File: src/rtl/serial_adder_pkg.sv
`default_nettype none
// ============================================================================
//  Module   : serial_adder_pkg
//  Purpose  : Shared definitions for the bit-serial adder: FSM state
//             encodings and the legal operand-width range.
//  Revision : 1.0  initial release
// ============================================================================
package serial_adder_pkg;

    typedef enum logic [1:0] {
        ST_IDLE = 2'd0,
        ST_RUN  = 2'd1,
        ST_DONE = 2'd2
    } state_t;

    localparam int WIDTH_MIN = 1;
    localparam int WIDTH_MAX = 64;

endpackage
`default_nettype wire

File: src/rtl/full_adder.sv
`default_nettype none
// ============================================================================
//  Module   : full_adder
//  Purpose  : Single-bit combinational full adder cell.
//  Ports    : a, b  - addend bits
//             c     - carry in
//             sum   - a ^ b ^ c
//             carry - carry out
//  Revision : 1.0  initial release
// ============================================================================
module full_adder (
    input  logic a,
    input  logic b,
    input  logic c,
    output logic sum,
    output logic carry
);

    assign sum   = a ^ b ^ c;
    assign carry = (a & b) | (c & (a ^ b));

endmodule
`default_nettype wire

File: src/rtl/serial_adder.sv
`default_nettype none
// ============================================================================
//  Module   : serial_adder
//  Purpose  : Bit-serial WIDTH-bit adder. Captures two operands and a carry
//             in on an accepted start, then pushes one bit pair per clock,
//             LSB first, through a single full_adder cell with the carry held
//             in a flop. Publishes {cout,sum} = op_a + op_b + cin with a
//             one-cycle done pulse.
//  Ports    : clk    - clock, rising edge
//             rst_n  - asynchronous active-low reset
//             start  - request, sampled only in IDLE or DONE
//             op_a   - operand A (captured on accepted start)
//             op_b   - operand B (captured on accepted start)
//             cin    - carry in (captured on accepted start)
//             busy   - high while the addition is running
//             done   - one-cycle pulse when sum/cout are updated
//             sum    - registered result, held until next completion
//             cout   - registered carry out, held until next completion
//  Revision : 1.0  initial release
// ============================================================================
module serial_adder
    import serial_adder_pkg::*;
#(
    parameter int WIDTH = 8
) (
    input  logic             clk,
    input  logic             rst_n,
    input  logic             start,
    input  logic [WIDTH-1:0] op_a,
    input  logic [WIDTH-1:0] op_b,
    input  logic             cin,
    output logic             busy,
    output logic             done,
    output logic [WIDTH-1:0] sum,
    output logic             cout
);

    localparam int CNT_W = $clog2(WIDTH + 1);
    localparam logic [CNT_W-1:0] c_cnt_last = CNT_W'(WIDTH - 1);

    generate
        if (WIDTH < WIDTH_MIN || WIDTH > WIDTH_MAX) begin : g_width_check
            $error("serial_adder: WIDTH out of range");
        end
    endgenerate

    state_t             r_state;
    state_t             w_state_next;

    logic [WIDTH-1:0]   r_a_sh;
    logic [WIDTH-1:0]   r_b_sh;
    logic [WIDTH-1:0]   r_res_sh;
    logic               r_c_q;
    logic [CNT_W-1:0]   r_cnt;
    logic [WIDTH-1:0]   r_sum;
    logic               r_cout;

    logic               w_accept;
    logic               w_last;
    logic               w_fa_sum;
    logic               w_fa_carry;
    logic [WIDTH-1:0]   w_res_next;

    // Requests are only honoured when no addition is in flight; DONE counts
    // as free so a held start gives back-to-back operation.
    assign w_accept = start && (r_state == ST_IDLE || r_state == ST_DONE);
    assign w_last   = (r_cnt == c_cnt_last);

    full_adder u_fa (
        .a     (r_a_sh[0]),
        .b     (r_b_sh[0]),
        .c     (r_c_q),
        .sum   (w_fa_sum),
        .carry (w_fa_carry)
    );

    // New sum bit enters at the MSB; after WIDTH shifts bit 0 has reached
    // the LSB position. A one-bit adder has nothing to shift down.
    generate
        if (WIDTH == 1) begin : g_res_w1
            assign w_res_next = w_fa_sum;
        end else begin : g_res_wn
            assign w_res_next = {w_fa_sum, r_res_sh[WIDTH-1:1]};
        end
    endgenerate

    always_ff @(posedge clk or negedge rst_n) begin
        if (!rst_n) begin
            r_state <= ST_IDLE;
        end else begin
            r_state <= w_state_next;
        end
    end

    always_comb begin
        w_state_next = r_state;
        busy         = 1'b0;
        done         = 1'b0;
        case (r_state)
            ST_IDLE: begin
                if (start) begin
                    w_state_next = ST_RUN;
                end
            end
            ST_RUN: begin
                busy = 1'b1;
                if (w_last) begin
                    w_state_next = ST_DONE;
                end
            end
            ST_DONE: begin
                done         = 1'b1;
                w_state_next = start ? ST_RUN : ST_IDLE;
            end
            default: begin
                w_state_next = ST_IDLE;
            end
        endcase
    end

    always_ff @(posedge clk or negedge rst_n) begin
        if (!rst_n) begin
            r_a_sh   <= '0;
            r_b_sh   <= '0;
            r_res_sh <= '0;
            r_c_q    <= 1'b0;
            r_cnt    <= '0;
            r_sum    <= '0;
            r_cout   <= 1'b0;
        end else if (w_accept) begin
            r_a_sh   <= op_a;
            r_b_sh   <= op_b;
            r_c_q    <= cin;
            r_cnt    <= '0;
            r_res_sh <= '0;
        end else if (r_state == ST_RUN) begin
            r_res_sh <= w_res_next;
            r_a_sh   <= r_a_sh >> 1;
            r_b_sh   <= r_b_sh >> 1;
            r_c_q    <= w_fa_carry;
            r_cnt    <= r_cnt + CNT_W'(1);
            // Outputs only move on the final shift so no partial result
            // is ever visible.
            if (w_last) begin
                r_sum  <= w_res_next;
                r_cout <= w_fa_carry;
            end
        end
    end

    assign sum  = r_sum;
    assign cout = r_cout;

endmodule
`default_nettype wire

File: config.mk
export PLATFORM = sky130hd
export DESIGN_NAME = serial_adder
export DESIGN_NICKNAME = d
export VERILOG_FILES = /design/src/rtl/serial_adder_pkg.sv /design/src/rtl/full_adder.sv /design/src/rtl/serial_adder.sv
export SDC_FILE = /design/constraint.sdc
export NUM_CORES = 1
export LEC_CHECK = 0
export BUFFER_PORTS_ARGS = -buffer_cell sky130_fd_sc_hd__buf_4
export CORE_ASPECT_RATIO = 1.4
export CORE_MARGIN = 1.5
export CORE_UTILIZATION = 55
export CTS_BUF_LIST = sky130_fd_sc_hd__clkbuf_4
export CTS_CLUSTER_DIAMETER = 150
export CTS_CLUSTER_SIZE = 30
export DETAILED_ROUTE_END_ITERATION = 8
export PLACE_DENSITY = 0.88
export SLEW_MARGIN = 25
export SYNTH_ARGS = -nofsm -noshare
export SYNTH_HDL_FRONTEND = slang
export SYNTH_HIERARCHICAL = 1
export SYNTH_SLANG_ARGS = --single-unit
File: constraint.sdc
create_clock -name clk -period 2.99 [get_ports clk]
set_input_delay 0.1495 -clock clk [delete_from_list [all_inputs] [get_ports clk]]
set_output_delay 0.1495 -clock clk [all_outputs]
set_load 0.1 [all_outputs]
== Word level (Yosys, flattened, before mapping) ==
Index checks and enable logic that the tools add are counted.

* Reductions and logical operators: 6
* Eq/ne operators: 5
* Add/sub/neg operators: 1
* Bitwise operators: 6
* Mux-type cells: 16

{| class="wikitable"
|+ Operators by type and width
! kind !! number
|-
| $mux W8 || 6
|-
| $mux W4 || 2
|-
| $pmux W2 S3 || 1
|-
| $mux W1 || 5
|-
| $add A4 B1 Y4 const B || 1
|-
| $eq A4 B3 Y1 const B || 1
|-
| $mux W2 || 2
|-
| $ne A2 B2 Y1 const B || 2
|-
| $reduce_and A3 Y1 || 1
|-
| $and A1 B1 Y1 || 2
|-
| $eq A2 B1 Y1 const B || 1
|-
| $eq A2 B2 Y1 const B || 1
|-
| $logic_not A2 Y1 || 1
|-
| $reduce_and A2 Y1 || 1
|-
| $reduce_bool A2 Y1 || 1
|-
| $xor A1 B1 Y1 || 2
|-
| $logic_and A1 B1 Y1 || 1
|-
| $logic_or A1 B1 Y1 || 1
|-
| $not A1 Y1 || 1
|-
| $or A1 B1 Y1 || 1
|}

* Output and inout port bits: 11
* Bits of input ports: 20
* Word-level logic and storage cells: 42
* Register bits: 40

== Logic depth before layout (Yosys ltp) ==
* Depth after elaboration: 5
* Gate-level depth with buffers: 6
* Gate-level depth less buffers: 4

== By module ==
Netlist, hierarchy kept.

{| class="wikitable"
|+ By module, submodules not included
! module !! area an instance (µm²) !! cells an instance !! instances
|-
| serial_adder || 1600.3 || 138 || 1
|-
| full_adder || 20.0 || 1 || 1
|}

== Worst setup path before layout ==
No wires, ideal clock.

* Path type: register -> output
* Start: register r_state[0]
* End: output port done
* Path slack: 1085 ps
* Required time: 2841 ps
* Path buffers: 0
* Data arrival time: 1755 ps
* Cell stages (with the launch flop): 2
* Cell sequence: dfrtp_1 > nor2b_1

* Word-level cells in the longest chain between the ends: 2

{| class="wikitable"
|+ Ends and longest elaborated chain
! item !! line !! RTL
|-
| from (decl) || serial_adder.sv:47 || <nowiki>state_t r_state;</nowiki>
|-
| from (signal assigned) || serial_adder.sv:91 || <nowiki>r_state <= w_state_next;</nowiki>
|-
| $eq A2 B2 Y1 || serial_adder.sv:99 || <nowiki>case (r_state)</nowiki>
|-
| $mux W1 || serial_adder.sv:99 ||
|-
| to (decl) || serial_adder.sv:33 || <nowiki>output logic done,</nowiki>
|}

No other way between the ends.

== Worst setup path after layout ==
* Start: register r_state[1]
* End: output port busy

* Word-level cells in the longest chain between the ends: 2

{| class="wikitable"
|+ Ends and longest elaborated chain
! item !! line !! RTL
|-
| $eq A2 B1 Y1 || serial_adder.sv:99 ||
|-
| $mux W1 || serial_adder.sv:99 ||
|-
| to (decl) || serial_adder.sv:32 || <nowiki>output logic busy,</nowiki>
|}

No other way between the ends.

==> reports/metrics.cfg <==
[run_status]
outcome = finished, final reports clean

[layout]
fillCellCount = 240
num_antenna_cells = 0
layout-drive-gt1-share = 0.2924
area_growth_pct = 18.61
nets = 192
finalCoreUtilization = 0.6815

[setup_path]
worst_r2r_endpoint = sum[5]
r2r_cells = 3
worstSetupPathType = reg -> out
critPathCaptureType = output port
r2r_start = r_state[1]
crit_required_ns = 2.84
slowest_stage = dfrtp_1
crit_arrival_ns = 1.74
crit_end = busy
rrSetupSlack_ns = 1.39
startpoint_type = flip-flop
worstPathCellList = nand2b_4 > inv_2 > buf_4
slowest_delay_ns = 0.39
crit_fanout = 28
crit_start = r_state[1]

[cts]
path_clk_slew_ns = 0.11
cts_num_sinks = 39
cts-root-buf = clkbuf_4
clk_path_buf_depth = 2
htree_levels = 2
cts_tree = done
post-cts-setup-buffers = 0
insertion_delay_ns = 0.35
numCtsBuffers = 5

[sta]
skew_ns = 0.008699
finalMaxSlewViolations = 0
setup_viol = 0
period_share = 0.6325
fmax_ghz = 0.5288
fin_setup_tns_ns = 0
worst_slew_pin_slew_ns = 0.9013
grt_setup_unrepaired = no
fin_crit_ns = 1.891
hold_violations = 0
relSlewSlack = 0.3991

[route]
routedWlPerCell_um = 14.77
first_pass_iters = 4
drc_errors = 0
vias = 1165
ant_nets = 0
drtIter0Drc = 51
wl_um = 3072
drt-vias-per-instance = 5.601

[global_route]
antenna_found_initial = 0
grt_usage = 0.2162
grt_pass1_vias = 1163
grt_pass1_wl_um = 5250
grt_max_degree = 40
overflow = 0

[placed_design]
place.gp.congestion = 0.7915
numPortBuffers = 30
post-dp-hpwl_um = 2134

[yosys]
yosys_warnings = 6
synth_edf_count = 0
yosysUniqueCellTypes = 25
syn-mean-instance-area_um2 = 11.66
ys_ff_latch = 39
ys_seq_area_frac = 0.6023
synthFlopType = dfrtp_1
netlist_instances = 139
syn_nets = 161
syn_area_um2 = 1620
ys_async_sr_fraction = 1.000

[job]
cap_violations = 0

[floorplanning]
core_area_um2 = 2820
die-area_um2 = 3285
rows = 23
initial_core_util = 0.5745
die_x_um = 48.87
die_y_um = 67.22
io_pins = 31

[worst_hold_path]
min_path_type = in -> reg

-- how the worst min path moves through the flow --
stage	to	startpoint	slack (ns)	cells after the start
finish	r_b_sh[0]	op_b[0]	0.01	3
global route	r_b_sh[1]	op_b[1]	0.02	3
floorplan	cout	rst_n	-0.15	0
detailed placement	r_b_sh[5]	rst_n	0.14	1
CTS	r_b_sh[0]	op_b[0]	0.003	3
global placement	r_b_sh[5]	rst_n	0.13	1
-- flip-flops by register name (all words and copies together), names as in the netlist --
name,flops
r_b_sh,8
sum,8
cout,1
r_res_sh,7
r_c_q,1
r_state,2
r_cnt,4
r_a_sh,8
-- layout make-up --
cell class	instances	area, µm²	share of cell area
inverter	1	3.754	0.001953
clock buffer	6	45.04	0.02344
timing repair buffer	32	245.2	0.1276
clock inverter	2	7.507	0.003906
multi-input combinational	91	598.1	0.3112
tap	37	46.29	0.02409
sequential	39	975.9	0.5078
-- metal layers --
layer | up-vias | track usage | part of all wire
li1 | 552 | - | -
met1 | 566 | 0.2725 | 0.42
met2 | 39 | 0.3579 | 0.51
met3 | 8 | 0.03982 | 0.048
met4 | 0 | 0.1179 | 0.022
met5 | - | 0 | 0
-- critical path: cells and delay by family (launching register included) --
family	cells	cell delay [ns]
buffers and inverters	2	0.75
flip-flops	1	0.39
AND/OR/NAND/NOR	1	0.25
-- synthesized netlist by cell type (2+ instances only) --
cell type / count / share of area
o21ai_0: 2 / 0.0062
nor2_1: 9 / 0.021
buf_2: 4 / 0.012
nand3_1: 7 / 0.022
clkbuf_1: 2 / 0.0046
a22oi_1: 6 / 0.028
nand2_1: 26 / 0.060
a22o_1: 10 / 0.054
a31oi_1: 8 / 0.031
dfrtp_1: 39 / 0.60
mux2i_1: 2 / 0.012
mux2_2: 10 / 0.069
buf_4: 2 / 0.0093
-- kinds of logic after synthesis --
logic type,synth area share
compound gates,0.1228
fa+ha+maj,0.02008
buf+inv,0.02857
flops,0.6023
mux,0.08186
simple gates,0.1444
-- layout by cell type, fill, tap and decap left out --
cell,netlist,layout
a22o_1,10,10
nand4_1,1,1
dfrtp_1,39,39
clkbuf_4,0,6
dlygate4sd3_1,0,2
nand2b_4,1,1
nor2b_1,1,1
and2b_1,1,1
o22ai_1,1,1
nor3_1,1,1
nand3_1,7,7
buf_4,2,30
nor3_4,1,1
inv_2,1,1
nand2_1,26,26
o21ai_0,2,2
mux2i_1,2,2
nor2_2,1,1
a31oi_1,8,8
ha_1,1,1
nand2b_1,1,1
fa_1,1,1
clkinv_1,0,2
a22oi_1,6,6
nor2_1,9,9
mux2_2,10,10
-- through the flow --
| stage | cells | setup slack, ns | hold slack [ns] | area (µm²) |
|---|---|---|---|---|
| finish | 208 | 1.099 | 0.01398 | 1922 |
| global route | 208 | 0.9708 | 0.02232 | 1922 |
| CTS | 208 | 1.095 | 0.003330 | 1922 |
| detailed placement | 198 | 1.397 | 0.1417 | 1849 |
| global placement | 198 | 1.412 | 0.1310 | 1849 |
| floorplan | 139 | 1.085 | -0.1461 | 1620 |
-- repair_timing --
item,in CTS,in global routing
gates resized for setup,0,0
hold endpoints to repair,40,0
hold buffers,2,0
Power is left out: the tool's default activity adds up to more than one toggle a clock period on the data nets, which glitch-free logic cannot reach.
